$ cat config.mk
export PLATFORM = sky130hd
export DESIGN_NAME = uart_receiver_control
export DESIGN_NICKNAME = d
export VERILOG_FILES = /design/src/rtl/uart_receiver_control.sv
export SDC_FILE = /design/constraint.sdc
export NUM_CORES = 1
export LEC_CHECK = 0
export BUFFER_PORTS_ARGS = -buffer_cell sky130_fd_sc_hd__clkbuf_2
export CORE_AREA = 5 5 63 65
export CTS_CLUSTER_SIZE = 14
export DETAILED_ROUTE_END_ITERATION = 8
export DIE_AREA = 0 0 68 70
export PLACE_DENSITY = 0.78
export SYNTH_ARGS = -nofsm -noshare
export SYNTH_HDL_FRONTEND = slang
export SYNTH_SLANG_ARGS = --single-unit
$ cat constraint.sdc
create_clock -name pclk -period 1.98 [get_ports pclk]
set_clock_uncertainty 0.05 [all_clocks]
set_input_delay 0.297 -clock pclk [delete_from_list [all_inputs] [get_ports pclk]]
set_output_delay 0.297 -clock pclk [all_outputs]
set_load 0.01 [all_outputs]
$ cat src/rtl/uart_receiver_control.sv
// uart_receiver_control
// Receive-path sequencer for the UART. It validates the start bit with
// OVERSAMPLE x oversampling and emits one mid-bit shift pulse per frame bit.
// At end of frame it strobes error_check, evaluates parity/framing/break,
// loads the RBR and maintains the line-status flags.
//
// state  | meaning
// -------+-----------------------------------------------------------
// IDLE   | waiting for a high-to-low transition on the line
// START  | counting to the start-bit mid-point, rejecting false starts
// SHIFT  | one receive_shift_en pulse per bit mid-point (data/parity/stop)
// CHECK  | one pclk: raise error_check towards the shift block
// LOAD   | one pclk: load RBR, update DR/OE/PE/FE/BI, back to IDLE
module uart_receiver_control #(
  parameter int OVERSAMPLE = 16,
  parameter int MID_SAMPLE = OVERSAMPLE / 2
) (
  input  logic       pclk,
  input  logic       preset,
  input  logic       baud_tick,
  input  logic       uart_rxd,
  input  logic       loop,
  input  logic       loop_txd,
  input  logic [1:0] wls,
  input  logic       pen,
  input  logic       eps,
  input  logic       sp,
  input  logic [7:0] rsr_data,
  input  logic       received_parity,
  input  logic       frame_error,
  input  logic       rbr_rd,
  input  logic       lsr_rd,
  output logic       receive_shift_en,
  output logic       error_check,
  output logic [7:0] rbr_data,
  output logic       data_ready,
  output logic       overrun_error,
  output logic       parity_error,
  output logic       framing_error,
  output logic       break_int,
  output logic       rx_busy
);

  localparam int TW = $clog2(OVERSAMPLE);
  localparam logic [TW-1:0] TICK_LAST = TW'(OVERSAMPLE - 1);
  localparam logic [TW-1:0] TICK_MID  = TW'(MID_SAMPLE - 1);

  typedef enum logic [2:0] {
    S_IDLE,
    S_START,
    S_SHIFT,
    S_CHECK,
    S_LOAD
  } state_t;

  state_t        state_q;
  logic [TW-1:0] tick_cnt_q;
  logic [3:0]    bit_cnt_q;
  logic [3:0]    nbits_q;
  logic          line_prev_q;
  logic          shift_en_q;
  logic          err_chk_q;
  logic          rxd_meta_q;
  logic          rxd_sync_q;
  logic          line;

  logic [7:0]    rbr_q, rbr_d;
  logic          dr_q, dr_d;
  logic          oe_q, oe_d;
  logic          pe_q, pe_d;
  logic          fe_q, fe_d;
  logic          bi_q, bi_d;

  logic          par_x;
  logic          pe_n;
  logic          fe_n;
  logic          bi_n;

  // Two-flop synchronizer for the asynchronous serial input, idling high.
  always_ff @(posedge pclk or posedge preset) begin
    if (preset) begin
      rxd_meta_q <= 1'b1;
      rxd_sync_q <= 1'b1;
    end else begin
      rxd_meta_q <= uart_rxd;
      rxd_sync_q <= rxd_meta_q;
    end
  end

  assign line = loop ? loop_txd : rxd_sync_q;

  // Frame sequencer with registered single-pclk shift and check pulses.
  always_ff @(posedge pclk or posedge preset) begin
    if (preset) begin
      state_q     <= S_IDLE;
      tick_cnt_q  <= '0;
      bit_cnt_q   <= '0;
      nbits_q     <= '0;
      line_prev_q <= 1'b1;
      shift_en_q  <= 1'b0;
      err_chk_q   <= 1'b0;
    end else begin
      shift_en_q <= 1'b0;
      err_chk_q  <= 1'b0;
      // Tracked in every state so a line still low after a frame cannot
      // look like a fresh falling edge once IDLE is re-entered.
      if (baud_tick) line_prev_q <= line;
      case (state_q)
        S_IDLE: begin
          if (baud_tick && line_prev_q && !line) begin
            state_q    <= S_START;
            tick_cnt_q <= '0;
            nbits_q    <= {2'b00, wls} + 4'd6 + {3'b000, pen};
          end
        end
        S_START: begin
          if (baud_tick) begin
            if (tick_cnt_q == TICK_MID) begin
              if (line) begin
                state_q <= S_IDLE;
              end else begin
                state_q    <= S_SHIFT;
                tick_cnt_q <= '0;
                bit_cnt_q  <= '0;
              end
            end else begin
              tick_cnt_q <= tick_cnt_q + 1'b1;
            end
          end
        end
        S_SHIFT: begin
          if (baud_tick) begin
            if (tick_cnt_q == TICK_LAST) begin
              shift_en_q <= 1'b1;
              tick_cnt_q <= '0;
              bit_cnt_q  <= bit_cnt_q + 4'd1;
              if (bit_cnt_q + 4'd1 == nbits_q) state_q <= S_CHECK;
            end else begin
              tick_cnt_q <= tick_cnt_q + 1'b1;
            end
          end
        end
        S_CHECK: begin
          err_chk_q <= 1'b1;
          state_q   <= S_LOAD;
        end
        S_LOAD: begin
          state_q <= S_IDLE;
        end
        default: begin
          state_q <= S_IDLE;
        end
      endcase
    end
  end

  // Error evaluation is done in LOAD, the cycle in which error_check is
  // high and the shift block guarantees frame_error is valid.
  assign par_x = (^rsr_data) ^ received_parity;

  always_comb begin
    pe_n = 1'b0;
    if (pen) begin
      if (sp) pe_n = (received_parity != ~eps);
      else    pe_n = eps ? par_x : ~par_x;
    end
  end

  assign fe_n = frame_error;
  assign bi_n = (rsr_data == 8'h00) & (~pen | ~received_parity) & frame_error;

  // Line-status next state: reads clear, LOAD sets, and a set wins over a clear.
  always_comb begin
    rbr_d = rbr_q;
    dr_d  = dr_q;
    oe_d  = oe_q;
    pe_d  = pe_q;
    fe_d  = fe_q;
    bi_d  = bi_q;
    if (rbr_rd) dr_d = 1'b0;
    if (lsr_rd) begin
      oe_d = 1'b0;
      pe_d = 1'b0;
      fe_d = 1'b0;
      bi_d = 1'b0;
    end
    if (state_q == S_LOAD) begin
      rbr_d = rsr_data;
      dr_d  = 1'b1;
      if (dr_q && !rbr_rd) oe_d = 1'b1;
      pe_d = pe_d | pe_n;
      fe_d = fe_d | fe_n;
      bi_d = bi_d | bi_n;
    end
  end

  // Receive buffer and line-status flag registers.
  always_ff @(posedge pclk or posedge preset) begin
    if (preset) begin
      rbr_q <= '0;
      dr_q  <= 1'b0;
      oe_q  <= 1'b0;
      pe_q  <= 1'b0;
      fe_q  <= 1'b0;
      bi_q  <= 1'b0;
    end else begin
      rbr_q <= rbr_d;
      dr_q  <= dr_d;
      oe_q  <= oe_d;
      pe_q  <= pe_d;
      fe_q  <= fe_d;
      bi_q  <= bi_d;
    end
  end

  assign receive_shift_en = shift_en_q;
  assign error_check      = err_chk_q;
  assign rbr_data         = rbr_q;
  assign data_ready       = dr_q;
  assign overrun_error    = oe_q;
  assign parity_error     = pe_q;
  assign framing_error    = fe_q;
  assign break_int        = bi_q;
  assign rx_busy          = (state_q != S_IDLE);

endmodule

Word level (Yosys, flattened, before mapping)
Cells that the tools add are included. W data, S select, Z words.

Bits in registers: 33. Input bits: 23. Logic and storage cells: 101.

Add/sub/neg operators: 4. Equality and inequality tests: 16. Mux-type cells: 39. Bitwise operators: 11. Reductions and logical operators: 16.

Operators with widths (count): $mux W4 (10); $mux W1 (19); $mux W3 (6); $ne A2 B2 Y1 const B (7); $pmux W3 S4 (1); $pmux W4 S3 (1); $reduce_and A6 Y1 (2); $add A4 B1 Y4 const B (2); $logic_not A8 Y1 (1); $pmux W4 S2 (1); $reduce_xor A8 Y1 (1); $eq A3 B2 Y1 const B (2); $reduce_bool A3 Y1 (2); $reduce_and A5 Y1 (1); $add A2 B3 Y4 const B (1); $add A4 B1 Y4 (1); $eq A4 B3 Y1 const B (1); $eq A4 B4 Y1 (1); $eq A4 B4 Y1 const B (1); $not A1 Y1 (4); $or A1 B1 Y1 (4); $reduce_bool A2 Y1 (2); $eq A3 B1 Y1 const B (1); $eq A3 B3 Y1 const B (1); other kinds (9) (13).

Logic depth before layout (Yosys ltp)
Gate-level depths: netlist (run 1).

Depth in word-level cells: 8. Mapped depth: 6. Mapped depth without buffers: 6.

Worst setup path after synthesis (run 1)
No wires, ideal clock.

Path kind: reg2reg. Start point: register rxd_sync_q. End point: register bit_cnt_q[1]. Setup time: 128 ps. Arrival time: 1488 ps. Required time: 1802 ps. Path slack: 315 ps. Cell stages (with the launch flop): 5. Path buffers: 0. Path through: dfstp_2 mux2_4 or3_1 a21oi_2 mux2_1.

Cells in the longest elaborated chain, start to end: 3.

RTL lines: start: declaration (RTL line 64) `logic rxd_sync_q;`; start signal: assignment (RTL line 86) `rxd_sync_q <= rxd_meta_q;`; $mux W1 (RTL line 90) `assign line = loop ? loop_txd : rxd_sync_q;`; $ne A2 B2 Y1 (no line); $reduce_and A6 Y1 (no line); end signal: assignment (RTL line 136) `bit_cnt_q <= bit_cnt_q + 4'd1;`; end: declaration (RTL line 58) `logic [3:0] bit_cnt_q;`.

No other way between the ends. A chain may end at the register's enable or synchronous reset.

Final worst setup path (run 1)
Start point: register state_q[1]. End point: register bit_cnt_q[1].

Cells in the longest elaborated chain, start to end: 3. Elaborated cells between the ends (all ways): 10. Classes of those cells: 7 x eq/ne; 1 x mux; 2 x reduce/logical.

RTL lines: start: declaration (RTL line 56) `state_t state_q;`; start signal: assignment (RTL line 95) `state_q <= S_IDLE;`; start signal: assignment (RTL line 111) `state_q <= S_START;`; start signal: assignment (RTL line 120) `state_q <= S_IDLE;`; $eq A3 B1 Y1 / $eq A3 B2 Y1 (equally long branches) (RTL line 108) `case (state_q)`; $ne A2 B2 Y1 (no line) / $reduce_bool A2 Y1 (equally long branches); $reduce_and A6 Y1 (no line).

Parallel ways exist; a longest one is shown, timed or not.

==> results.md, run 1 <==
* Root Buffer Master: clkbuf_4
* Most frequent cells in the layout: 38 x clkbuf_2, 30 x dfrtp_1, 19 x inv_1, 19 x nand2_1, 13 x o21ai_0
* Core ar. at 3280 um^2
* H-tree lvl count at 2
* Total congestion overflow at 0
* Final Worst Setup Slack at 0.195 ns
* CTS clk-pin slew, worst paths at 0.10 ns
* Area after DPL at 1950 um^2
* Worst setup SP type: flip-flop
* Fin. Hold Viols at 0
* # setup viols final at 0
* Final HPWL from detailed placement at 2.47 mm
* Status: finished clean
* Inserted Clock Buffers at 5
* # clock sinks at 33
* Final Core Density at 61.9%
* Number of synthesis warnings at 0
* Vias/cell at 5.13
* VDD IR max at 0.627 mV
* RSZ-0062 raised after global routing: false
* Cell Pwr Density at 1180 nW/um^2
* Global Route met3 Usage at 5.61%
* Worst-Skew Late Latency at 0.33 ns
* Worst path slowest cell: dfrtp_1
* M2 GR Usage at 22.6%
* Pwr Total at 2.41 mW
* CTS tree: yes
* Initial antenna violation count at 0
* Row count at 21
* Inst Count DP at 251
* Worst path max stage delay at 0.54 ns
* DR DRC count at 0
* Slew headroom at 69.6%
* CP Max Fanout at 14
* Setup_tns at 0 ns
* Worst slack, placed at 0.166 ns
* Inserted Diodes at 0
* Critical path cell sequence: nand2b_1, or3_1, a21oi_2, mux2_1
* Placer Congestion at 0.844
* Die W at 68 um
* WS Path Type: reg -> reg
* WHS at 0.151 ns
* Synthesized Nets at 202
* WP data required at 2.16 ns
* Tightest Hold Check Type: in -> reg
* Clk buf depth at 2
* Leakage Power at 1.02 nW
* Worst slew pin tran at 0.445 ns
* Tmin final at 1.79 ns
* DRT Pass-1 Iters at 4
* WL/cell at 12.4 um
* Post-Layout Cell Count at 261
* Pin count of the biggest net entering global routing at 34
* Global routing's busiest layer: met2
* Post-route ant nets at 0
* Mapped Avg Cell Area at 10.0 um^2
* Design area at 2030 um^2
* Max cap viols at 0
* Initial Util at 52.1%
* Slew Viols, Final at 0
* Die ar. at 4760 um^2
* Top FF cell, synth: dfrtp_1
* Mapped cell area at 1710 um^2
* Layout cell share with drive strength beyond 1 at 25.6%
* Nets at 245
* Tot GR Track Use at 15.0%
* FFs w/ async S/R, synth at 100%
* Cells after synthesis at 171
* Max frequency at 560 MHz
* CP Capture Type: flip-flop
* DR iter-0 viols at 66
* Top Ports at 39
* First-pass GRT wire length at 5.46 mm
* Vias in the first global route at 1273
* Final WL at 3.23 mm
* Post-synthesis register bit count at 33
* Worst path arrival time at 1.96 ns
* Post-synth EDFFs at 0
* Post-synthesis sequential area ratio at 48.5%
* Met1 GRT Util at 19.2%
* Port bufs at 38
* Area delta synth->final at 18.9%
* Die height at 70 um
* Post-synth cell types at 39
* Commonest non-fill, non-tap cell in the layout: clkbuf_2
* Vias at 1338
* Final clock period utilization by the worst path at 90.2%
-- registers in the layout, summed over array words and instances, names as in the netlist, 3 cells and up --
name / count
rbr_data: 8
bit_cnt_q: 4
nbits_q: 4
tick_cnt_q: 4
state_q: 3
-- final cells by class --
type / count / area (um^2)
repair buffers: 42 / 225
multi-input cells: 113 / 792
clock buffers: 8 / 58.8
inverters: 19 / 71.3
fillers: 294 / 1250
well taps: 46 / 57.6
flip-flops and latches: 33 / 830
-- cell families after synthesis --
kind of cell	share of synthesized area, %
xor gates and xnor gates	6.65
DFF	48.5
muxes	4.60
AOI/OAI and AO/OA	12.7
and+or+nand+nor	16.1
buffers and inverters	5.63
adders and majority gates	5.85
-- critical path, delay by kind of cell (launching register included) --
kind,cells,cell delay [ns]
simple gates,2,0.55
compound gates,1,0.22
flops,1,0.54
mux,1,0.34
-- per-layer routing --
metal  part of all wire, %  up-vias
li1                      -      679
met1                    47      621
met2                    46       32
met3                   5.2        6
met4                   1.7        0
met5                     0        -
-- worst paths after layout --
check | startpoint | end | slack [ns] | cells past startpoint
max in group asynchronous | preset | rxd_meta_q | 1.03 | 4
max reg2reg | state_q[1] | bit_cnt_q[1] | 0.19 | 4
min in group asynchronous | preset | nbits_q[3] | 0.51 | 4
min reg2reg | rxd_meta_q | rxd_sync_q | 0.30 | 0
max | state_q[1] | bit_cnt_q[1] | 0.19 | 4
min | lsr_rd | break_int | 0.15 | 2
-- synthesized netlist by cell type (2+ instances only) --
| cell | n | share of area, % |
|---|---|---|
| xor2_1 | 3 | 1.5 |
| nand2_1 | 19 | 4.2 |
| nor2b_1 | 2 | 0.73 |
| o22ai_1 | 4 | 1.5 |
| nand2b_1 | 4 | 1.5 |
| or3_1 | 3 | 1.1 |
| a311oi_1 | 2 | 1.0 |
| nor3_1 | 3 | 0.88 |
| ha_1 | 8 | 5.8 |
| nor3b_1 | 3 | 1.3 |
| nand3b_1 | 2 | 0.88 |
| clkbuf_1 | 4 | 0.88 |
| a211o_1 | 2 | 1.0 |
| nor2_1 | 3 | 0.66 |
| buf_2 | 2 | 0.58 |
| nand4_1 | 3 | 1.1 |
| mux2_2 | 2 | 1.3 |
| a21oi_1 | 4 | 1.2 |
| o21ai_0 | 13 | 3.8 |
| mux2i_1 | 3 | 1.8 |
| xnor2_1 | 10 | 5.1 |
| dfrtp_1 | 30 | 44 |
| and3_1 | 3 | 1.1 |
| dfstp_2 | 3 | 4.6 |
| a31oi_1 | 3 | 1.1 |
| nand3_1 | 2 | 0.58 |
| inv_1 | 19 | 4.2 |
-- report_power, final --
group          internal, mW  switching, mW
sequential            0.896          0.237
clock                 0.175          0.219
combinational         0.448          0.435
total                  1.52          0.891
-- timing repair --
item                       4_1_cts  5_1_grt
setup endpoints to repair        0        1
buffers inserted                 0        0
gates resized for setup          0        1
hold endpoints to repair        31        0
hold buffers                     2        0
No activity file was read; power rests on OpenSTA's default activity.
==> inputs of run 2 (changes only) <==
--- a/config.mk
+++ b/config.mk
@@ -6,11 +6,12 @@
 export NUM_CORES = 1
 export LEC_CHECK = 0
 export BUFFER_PORTS_ARGS = -buffer_cell sky130_fd_sc_hd__clkbuf_2
-export CORE_AREA = 5 5 63 65
+export CORE_AREA = 5 5 62 64
 export CTS_CLUSTER_SIZE = 14
 export DETAILED_ROUTE_END_ITERATION = 8
-export DIE_AREA = 0 0 68 70
-export PLACE_DENSITY = 0.78
+export DIE_AREA = 0 0 67 69
+export HOLD_SLACK_MARGIN = 0.08
+export PLACE_DENSITY = 0.8
 export SYNTH_ARGS = -nofsm -noshare
 export SYNTH_HDL_FRONTEND = slang
 export SYNTH_SLANG_ARGS = --single-unit
==> constraint.sdc (replaced) <==
create_clock -name pclk -period 2.3 [get_ports pclk]
set_clock_uncertainty 0.05 [all_clocks]
set_input_delay 0.345 -clock pclk [delete_from_list [all_inputs] [get_ports pclk]]
set_output_delay 0.345 -clock pclk [all_outputs]
set_load 0.01 [all_outputs]
==> run 2 against run 1 <==
Effect of this change:
- combinational power decreased by 15%
- worst setup slack improved by 0.24 ns
- sequential power decreased by 13%
- largest power group unchanged
==> results.md, run 2 (same netlist as run 1, synthesis figures left out) <==
* Leakage Power at 1.02 nW
* Worst slew pin tran at 0.585 ns
* CP Max Fanout at 19
* RSZ-0062 raised after global routing: false
* Nets at 244
* Vias/cell at 5.00
* # clock sinks at 33
* Worst-Skew Late Latency at 0.34 ns
* WP data required at 2.53 ns
* Die ar. at 4620 um^2
* Worst setup SP type: flip-flop
* CTS clk-pin slew, worst paths at 0.11 ns
* Final WL at 3.29 mm
* VDD IR max at 0.635 mV
* Pwr Total at 2.19 mW
* Max reg flops at 8
* Inserted Diodes at 0
* Cell Pwr Density at 1070 nW/um^2
* Final Core Density at 63.5%
* Slew headroom at 60.7%
* Inst Count DP at 250
* Die height at 69 um
* Most frequent cells in the layout: 38 x clkbuf_2, 30 x dfrtp_1, 19 x inv_1, 19 x nand2_1, 13 x o21ai_0
* DR DRC count at 0
* Top Ports at 39
* Tot GR Track Use at 15.8%
* Core ar. at 3230 um^2
* Final clock period utilization by the worst path at 81.2%
* DRT Pass-1 Iters at 4
* Tightest Hold Check Type: in -> reg
* Setup_tns at 0 ns
* H-tree lvl count at 2
* Worst path top cell family by delay: simple AND/OR/NAND/NOR gates
* Root Buffer Master: clkbuf_4
* Row count at 21
* Placer Congestion at 0.793
* Total congestion overflow at 0
* Tmin final at 1.87 ns
* Inserted Clock Buffers at 5
* Vias at 1301
* Slew Viols, Final at 0
* Initial Util at 53.0%
* Clk buf depth at 2
* Worst path max stage delay at 0.70 ns
* Worst path slowest cell: or3b_2
* Commonest non-fill, non-tap cell in the layout: clkbuf_2
* Max frequency at 535 MHz
* Buf/Inv on CP at 0
* Final HPWL from detailed placement at 2.53 mm
* CTS tree: yes
* Area delta synth->final at 19.8%
* Critical path cell sequence: or3b_2, nor4b_1, mux2i_1, nand2_1
* Die W at 67 um
* Fill count at 265
* Status: finished clean
* Fin. Hold Viols at 0
* Vias in the first global route at 1285
* WHS at 0.206 ns
* Post-route ant nets at 0
* Layout cell share with drive strength beyond 1 at 25.7%
* WL/cell at 12.6 um
* Pin count of the biggest net entering global routing at 34
* # setup viols final at 0
* First-pass GRT wire length at 5.68 mm
* WS Path Type: reg -> reg
* Post-Layout Cell Count at 260
* Max cap viols at 0
* Resized cells post-CTS at 0
* DR iter-0 viols at 51
* CP Capture Type: flip-flop
* Port bufs at 38
* Initial antenna violation count at 0
* Worst path arrival time at 2.09 ns
-- run 2: metal layers --
metal / part of all wire (%) / global-route usage [%] / vias up
li1: - / - / 678
met1: 46 / 21.0 / 582
met2: 47 / 23.8 / 36
met3: 5.6 / 4.22 / 5
met4: 1.7 / 7.21 / 0
met5: 0 / 0 / -
-- run 2: worst paths after layout --
check | from | end | slack, ns | depth (start not counted)
max reg2reg | state_q[1] | parity_error | 0.43 | 4
max | state_q[1] | parity_error | 0.43 | 4
min | sp | parity_error | 0.21 | 3
min in group asynchronous | preset | tick_cnt_q[0] | 0.56 | 4
max in group asynchronous | preset | line_prev_q | 1.32 | 4
min reg2reg | rxd_meta_q | rxd_sync_q | 0.31 | 0
-- run 2: cell type report --
class,count,area (um^2),area share (%)
clock buffers,6,51.3,2.50
multi-input cells,113,786,38.3
well taps,46,57.6,2.81
clock inverters,2,37.5,1.83
repair buffers,41,218,10.6
inverters,19,71.3,3.48
flip-flops and latches,33,830,40.5
-- run 2: worst register-to-register path, cell delays in order, from the launching register on --
cell and delay [ns]:
dfrtp_1 0.55, or3b_2 0.70, nor4b_1 0.34, mux2i_1 0.11, nand2_1 0.06
-- run 2: timing repair --
item	4_1_cts	5_1_grt
setup buffers	0	0
endpoints found under the hold margin	31	0
hold buffers	2	0
-- run 2: metrics by stage --
stage	setup slack (ns)	cell area, um^2
after global routing	0.285	2050
after global placement	0.445	1940
final	0.432	2050
after detailed placement	0.428	1940
after floorplan	0.614	1710
after CTS	0.431	2050
-- run 2: power breakdown --
part	internal, mW	leakage, nW	switching, mW
Combinational	0.375	0.574	0.373
Clock	0.258	0.0445	0.206
Sequential	0.771	0.404	0.207
